===== src/rtl/data_latch_pkg.sv =====
// Shared definitions for the CPU data latch: M-cycle state encoding and T-state constants.
// Latency: n/a (types and constants only).
// Backpressure: n/a.
package data_latch_pkg;

  // M-cycle activity decoded at T1 and held until the end of T4
  typedef enum logic [1:0] {
    ST_IDLE  = 2'd0,
    ST_READ  = 2'd1,
    ST_WRITE = 2'd2
  } state_t;

  // T-state numbering as presented on the Phase output
  localparam logic [1:0] PH_T1 = 2'd0;
  localparam logic [1:0] PH_T2 = 2'd1;
  localparam logic [1:0] PH_T3 = 2'd2;
  localparam logic [1:0] PH_T4 = 2'd3;

endpackage


===== src/rtl/data_latch_tstate.sv =====
// T-state counter: free-running T1..T4 sequence, advancing only when Run is high.
// Latency: Phase updates on the CLK2 rising edge after Run is sampled high.
// Backpressure: Run=0 freezes the count; there is no other stall source.
module tstate_counter
  import data_latch_pkg::*;
(
  input  logic       CLK2,
  input  logic       nRESET,
  input  logic       Run,
  output logic [1:0] Phase
);

  logic [1:0] r_phase;

  // Advance one T-state per enabled edge; the 2-bit width gives the T4->T1 wrap
  always_ff @(posedge CLK2 or negedge nRESET) begin
    if (!nRESET) begin
      r_phase <= PH_T1;
    end else if (Run) begin
      r_phase <= r_phase + 2'd1;
    end
  end

  assign Phase = r_phase;

endmodule


===== src/rtl/data_latch.sv =====
// Data latch between the internal databus and the external data pins, sequenced over T1..T4.
// Latency: request decoded leaving T1; read data on DL in T4; write data on pins in T3/T4.
// Backpressure: Run=0 holds every register and therefore every output.
module data_latch
  import data_latch_pkg::*;
(
  input  logic       CLK2,
  input  logic       nRESET,
  input  logic       Run,
  input  logic       MemRd,
  input  logic       MemWr,
  input  logic [7:0] DL_in,
  input  logic [7:0] D_in,
  output logic [7:0] D_out,
  output logic       D_oe,
  output logic [7:0] DL_out,
  output logic       DL_drive,
  output logic [1:0] Phase,
  output logic       Done,
  output logic       Err
);

  state_t     r_state;
  state_t     w_state_nxt;
  logic       w_err_set;
  logic [1:0] w_phase;
  logic [7:0] r_rd_dat;
  logic [7:0] r_wr_dat;
  logic       r_err;
  logic       w_rd_cap;
  logic       w_wr_cap;

  tstate_counter u_tstate (
    .CLK2   (CLK2),
    .nRESET (nRESET),
    .Run    (Run),
    .Phase  (w_phase)
  );

  // State register: only moves on enabled edges so a stall freezes the M-cycle
  always_ff @(posedge CLK2 or negedge nRESET) begin
    if (!nRESET) begin
      r_state <= ST_IDLE;
    end else if (Run) begin
      r_state <= w_state_nxt;
    end
  end

  // Next state: requests are only looked at in T1, every cycle ends back in IDLE after T4
  always_comb begin
    w_state_nxt = r_state;
    w_err_set   = 1'b0;
    case (w_phase)
      PH_T1: begin
        if (MemRd && !MemWr) begin
          w_state_nxt = ST_READ;
        end else if (MemWr && !MemRd) begin
          w_state_nxt = ST_WRITE;
        end else begin
          w_state_nxt = ST_IDLE;
          w_err_set   = MemRd && MemWr;
        end
      end
      PH_T4:   w_state_nxt = ST_IDLE;
      default: w_state_nxt = r_state;
    endcase
  end

  // Pins are sampled at the end of T3 so the read data is stable throughout T4
  assign w_rd_cap = Run && (r_state == ST_READ) && (w_phase == PH_T3);
  // Bus operand is taken at the end of T2, ready for the pins to be driven from T3
  assign w_wr_cap = Run && (r_state == ST_WRITE) && (w_phase == PH_T2);

  // Read and write data registers
  always_ff @(posedge CLK2 or negedge nRESET) begin
    if (!nRESET) begin
      r_rd_dat <= 8'h00;
      r_wr_dat <= 8'h00;
    end else begin
      if (w_rd_cap) begin
        r_rd_dat <= D_in;
      end
      if (w_wr_cap) begin
        r_wr_dat <= DL_in;
      end
    end
  end

  // Sticky conflict flag: a simultaneous read+write request in T1 is dropped and remembered
  always_ff @(posedge CLK2 or negedge nRESET) begin
    if (!nRESET) begin
      r_err <= 1'b0;
    end else if (Run && w_err_set) begin
      r_err <= 1'b1;
    end
  end

  // Outputs decode registered state only; no input reaches an output combinationally
  assign Phase    = w_phase;
  assign DL_out   = r_rd_dat;
  assign D_out    = r_wr_dat;
  assign DL_drive = (r_state == ST_READ) && (w_phase == PH_T4);
  assign D_oe     = (r_state == ST_WRITE) && ((w_phase == PH_T3) || (w_phase == PH_T4));
  assign Done     = (r_state != ST_IDLE) && (w_phase == PH_T4);
  assign Err      = r_err;

endmodule


===== config.mk =====
export PLATFORM = sky130hd
export DESIGN_NAME = data_latch
export DESIGN_NICKNAME = d
export VERILOG_FILES = /design/src/rtl/data_latch_pkg.sv /design/src/rtl/data_latch_tstate.sv /design/src/rtl/data_latch.sv
export SDC_FILE = /design/constraint.sdc
export NUM_CORES = 1
export LEC_CHECK = 0
export ABC_AREA = 1
export CAP_MARGIN = 20
export CORE_ASPECT_RATIO = 1.5
export CORE_UTILIZATION = 25
export CTS_CLUSTER_SIZE = 25
export DETAILED_ROUTE_END_ITERATION = 8
export RECOVER_POWER = 25
export SETUP_SLACK_MARGIN = 0.15
export SYNTH_ARGS = -nofsm -noshare
export SYNTH_HDL_FRONTEND = slang
export SYNTH_SLANG_ARGS = --single-unit

===== constraint.sdc =====
create_clock -name CLK2 -period 1.25 [get_ports CLK2]
set_input_delay 0.25 -clock CLK2 [delete_from_list [all_inputs] [get_ports CLK2]]
set_output_delay 0.25 -clock CLK2 [all_outputs]
set_load 0.02 [all_outputs]

# Word-level counts from Yosys, hierarchy flattened
# Index checks and enable logic that the tools add are counted.
# W data, S select, Z words.
# word_totals
inputBits,21
wordCells,35
ff_bits,21
out_inout_bits,22
# op_classes
reduce_logical,18
muxes,6
addsub,1
n_eq_ne,5
# op_table
cell,count
$logic_and A1 B1 Y1,11
$eq A2 B2 Y1 const B,3
$eq A2 B1 Y1 const B,2
$mux W2,2
$pmux W2 S2,1
$reduce_bool A2 Y1,2
$mux W1,3
$add A2 B1 Y2 const B,1
$logic_not A1 Y1,2
$logic_not A2 Y1,1
$reduce_and A2 Y1,1
$logic_or A1 B1 Y1,1

# Logic depth before layout (Yosys ltp)
# depth
depth_word,6
depth_mapped,7

# Hierarchy
# Synthesis repeated with hierarchy kept, for this count alone.
# unflattened
cells_unflattened,112
hier_area_um2,978.4
# modules_own_cells
mod,instances,cells_each,area_each_um2
data_latch,1,102,894.6
tstate_counter,1,10,83.8

# Worst setup path before layout
# No wires, ideal clock.
# synth_timing
path_kind,reg-to-output
from,register u_tstate.r_phase[0] (netlist: u_tstate.Phase[0])
to,output DL_drive
path_slack_ns,-0.253
stages_incl_launch_ff,4
t_arrival_ns,1.253
path_buffers,0
path_cell_list,dfrtp_1 > ha_1 > inv_1 > nor3_1
# synth_between
elab_chain_cells,2
# synth_lines
element,line_no,rtl
start: declaration,data_latch_tstate.sv:13,logic [1:0] r_phase;
start signal: assignment,data_latch_tstate.sv:20,r_phase <= r_phase + 2'd1;
$eq A2 B2 Y1,data_latch.sv:102,assign DL_drive = (r_state == ST_READ) && (w_phase == PH_T4);
$logic_and A1 B1 Y1,data_latch.sv:102,
end: declaration,data_latch.sv:17,"output logic DL_drive,"
# No other way between the ends.

# Final worst setup path
# layout_timing
from,register u_tstate.r_phase[1] (netlist: u_tstate.Phase[1])
to,output D_oe
# layout_between
elab_chain_cells,3
word_cells_on_any_way,4
classes_between,2 x eq/ne; 2 x reduce/logical
# layout_lines
element,line_no,rtl
$eq A2 B2 Y1,data_latch.sv:103,assign D_oe = (r_state == ST_WRITE) && ((w_phase == PH_T3) || (w_phase == PH_T4));
$logic_or A1 B1 Y1 *,data_latch.sv:103,
$logic_and A1 B1 Y1 *,data_latch.sv:103,
end: declaration,data_latch.sv:15,"output logic D_oe,"
# Mark *: on every way between the ends. The rest lies on a longest branch, timed or not.

==> impl_results.md <==
- Synth Net Count: 133
- Die area: about 4200 um^2
- All-Layer GR Usage: 0.1415
- Final TNS setup: -2.555 ns
- Slowest CP cell: dfrtp_2
- CTS hold repair buffers: 0
- Relative slew slack: 0.6551
- Syn avg cell area: between 9 and 10 um^2
- Top-area cell type share of the netlist area: 0.5350
- Register Area: roughly 530 um^2
- DIE HEIGHT: between 70 and 80 um
- Cell Pwr Density: 2339 nW/um^2
- Synth cell types: 15
- Vias in the first global route: about 970
- Initial DRT Pass Iterations: 2
- Fin nets: approximately 200
- Crit path cell chain: ha_4 > o21a_2 > buf_6
- Via count: around 950
- Post-route cell area: ~1700 um^2
- Post-synthesis cell count: about 110
- Drt drc: 0
- TritonCTS Sinks: 21
- CP Class: register to output port
- Num CTS Buffers: 3
- CTS max path bufs: 2
- Synth warn: 0
- CP top delay family: flip-flops
- Worst Max-Slew Pin Slew: 0.5174 ns
- I/O pins: 43
- FP Rows: 27
- Initial core utilization: 0.2643
- GRT Residual Overflow: 0
- Clock transition at path regs: approximately 0.080 ns
- Status: finished, violations left
- Post-DP HPWL: 1919 um
- Crit path DAT: 1.27 ns
- Multi-input gate area: ~540 um^2
- Final Hold Fails: 0
- Leak: about 0.9 nW
- Pin count of the biggest net entering global routing: 22
- RePlAce Congestion: ~0.71
- Antenna violations before repair: 0
- Unrepaired setup endpoints after global routing: yes
- CP Capture Type: output port
- Worst vdd ir: roughly 1300 uV
- # setup viols final: 16
- TritonCTS clock tree: built
- Fillers: ~380
- Max incr delay on CP: about 0.48 ns
- H-tree depth: 1
- Seq/Total Area, Yosys: 0.5350
- N_diodes: 0
- DIE WIDTH: about 53 um
- MaxCap Viol Count: 0
- Slew Viols, Final: 0
- Clk_skew: 0.003204 ns
- First-pass GRT wire length: around 4400 um
- CP max FO: 4
- Hold Path Class: register to register
- Period utilization: 1.215
- Fin crit period: 1.519 ns
- Post-DRT Antenna Nets: 0
- Post-Route WL: between 2000 and 3000 um
- Failing checks: setup timing
- Dpl cell area: roughly 1600 um^2
- Root Buffer: clkbuf_8
- Area Overhead vs Synth: 76.18%
- Share of layout cells above drive strength 1: 0.4765
- WL/cell: approximately 12 um
- Critical path launch point type: register
- Via/cell ratio: about 4.4
- PortBufs: between 40 and 50
- Buf+Inv Stages, Crit Path: 1
- Cell Area, Synth: a little under 1000 um^2
- Fmax: roughly 0.66 GHz
- FF+latch count, synth: 21
- Worst EP required: 1.00 ns
- Worst-skew pair later-pin latency: roughly 0.26 ns
- Drt initial violations: 19
- Setup WS post-layout: -0.2686 ns
- Yosys top cell by area: dfrtp_1
- Top post-synthesis cells by area: dfrtp_1 (54%), nand2_1 (15%), nand3_1 (9.7%)
- Area of the core: between 3000 and 4000 um^2
per-layer routing:
layer / vias to the layer above / wire (um) / track usage
li1: 464 / - / -
met1: 443 / 969 / 0.1485
met2: 32 / 1427 / 0.2557
met3: 6 / 167 / 0.02107
met4: 0 / 63 / 0.07895
met5: - / 0 / 0
logic make-up after synthesis:
logic type / synth area share
adders and majority gates: 0.06369
DFF: 0.5350
buffers and inverters: 0.04458
and+or+nand+nor: 0.3223
xor gates and xnor gates: 0.008919
AOI/OAI and AO/OA: 0.02548
worst register-to-register path, delay by kind of cell, from the launching register on:
kind	cells	cell delay, ns
simple gates	3	0.20
fa+ha+maj	1	0.18
flops	1	0.47
buf+inv	4	0.48
final cells by class:
type | instances | share of cell area
repair buffers | 58 | 0.2928
clock buffers | 3 | 0.02386
clock inverters | 1 | 0.002892
flip-flops and latches | 21 | 0.3066
well taps | 43 | 0.03109
multi-input cells | 76 | 0.3145
inverters | 11 | 0.02820
placed cells by master, fill, tap and decap left out, types with 2 or more instances in the layout:
cell type        Yosys  final
buf_12               0      3
buf_2                0     16
buf_4                0     11
buf_6                0      7
clkbuf_8             0      3
clkdlybuf4s50_1      0     19
dfrtp_1             21     17
dfrtp_2              0      4
ha_4                 0      4
inv_1                6      2
inv_2                4      6
inv_4                1      3
nand2_1             38     28
nand2_2              0     10
nand2_4              2      2
nand3_1             19     17
nand3_2              0      2
nor2_1               3      2
nor2_4               0      2
nor2_8               2      2
repair_timing:
action / CTS / global route
pin swaps: 14 / 4
setup buffers: 4 / 1
cloned: 1 / 0
resized for setup: 109 / 14
endpoints found under the hold margin: 0 / 0
endpoints found under the setup margin: 41 / 25
worst paths after layout:
path                                                from                     end  slack [ns]  cells past startpoint
max reg2reg                u_tstate.Phase[0]$_DFFE_PN0P_    D_out[7]$_DFFE_PN0P_       -0.18                      8
max                        u_tstate.Phase[1]$_DFFE_PN0P_                    D_oe       -0.27                      3
max in group asynchronous                         nRESET  r_state[1]$_DFFE_PN0P_        0.38                      2
min reg2reg                         D_out[0]$_DFFE_PN0P_    D_out[0]$_DFFE_PN0P_        0.47                      2
min                                 D_out[0]$_DFFE_PN0P_    D_out[0]$_DFFE_PN0P_        0.47                      2
min in group asynchronous                         nRESET   DL_out[6]$_DFFE_PN0P_        0.49                      2
synthesized netlist by cell type:
cell,instances
inv_1,6
nor2_1,3
a21oi_1,2
ha_1,5
nor3_1,1
nand3_1,19
inv_4,1
dfrtp_1,21
o21bai_1,1
nand2_1,38
nor2_8,2
xor2_1,1
nand2_4,2
o21a_1,1
inv_2,4
sequential cells by signal, summed over array words and instances (netlist names):
name	cells
u_tstate.Phase	2
Err	1
D_out	8
DL_out	8
r_state	2
stage by stage:
stage	instances	total power, mW	hold slack (ns)	setup WS [ns]	util
floorplan	107	2.347	-0.04559	0.05334	-
global route	213	4.364	0.4991	-0.3068	0.4657
CTS	212	3.963	0.3433	-0.2501	0.4522
finish	213	4.047	0.4729	-0.2686	0.4657
detailed placement	203	3.487	0.4611	-0.4083	0.4364
global placement	203	3.414	0.4563	-0.3688	0.4364
power by group:
part           leakage [nW]  internal [mW]  switching [mW]  total, mW
registers             0.263           1.01           0.277       1.28
logic                 0.588           1.06            1.26       2.32
clock network        0.0255          0.222           0.219      0.441
total                 0.877           2.29            1.76       4.05
Power figures use the tool's default switching activity.
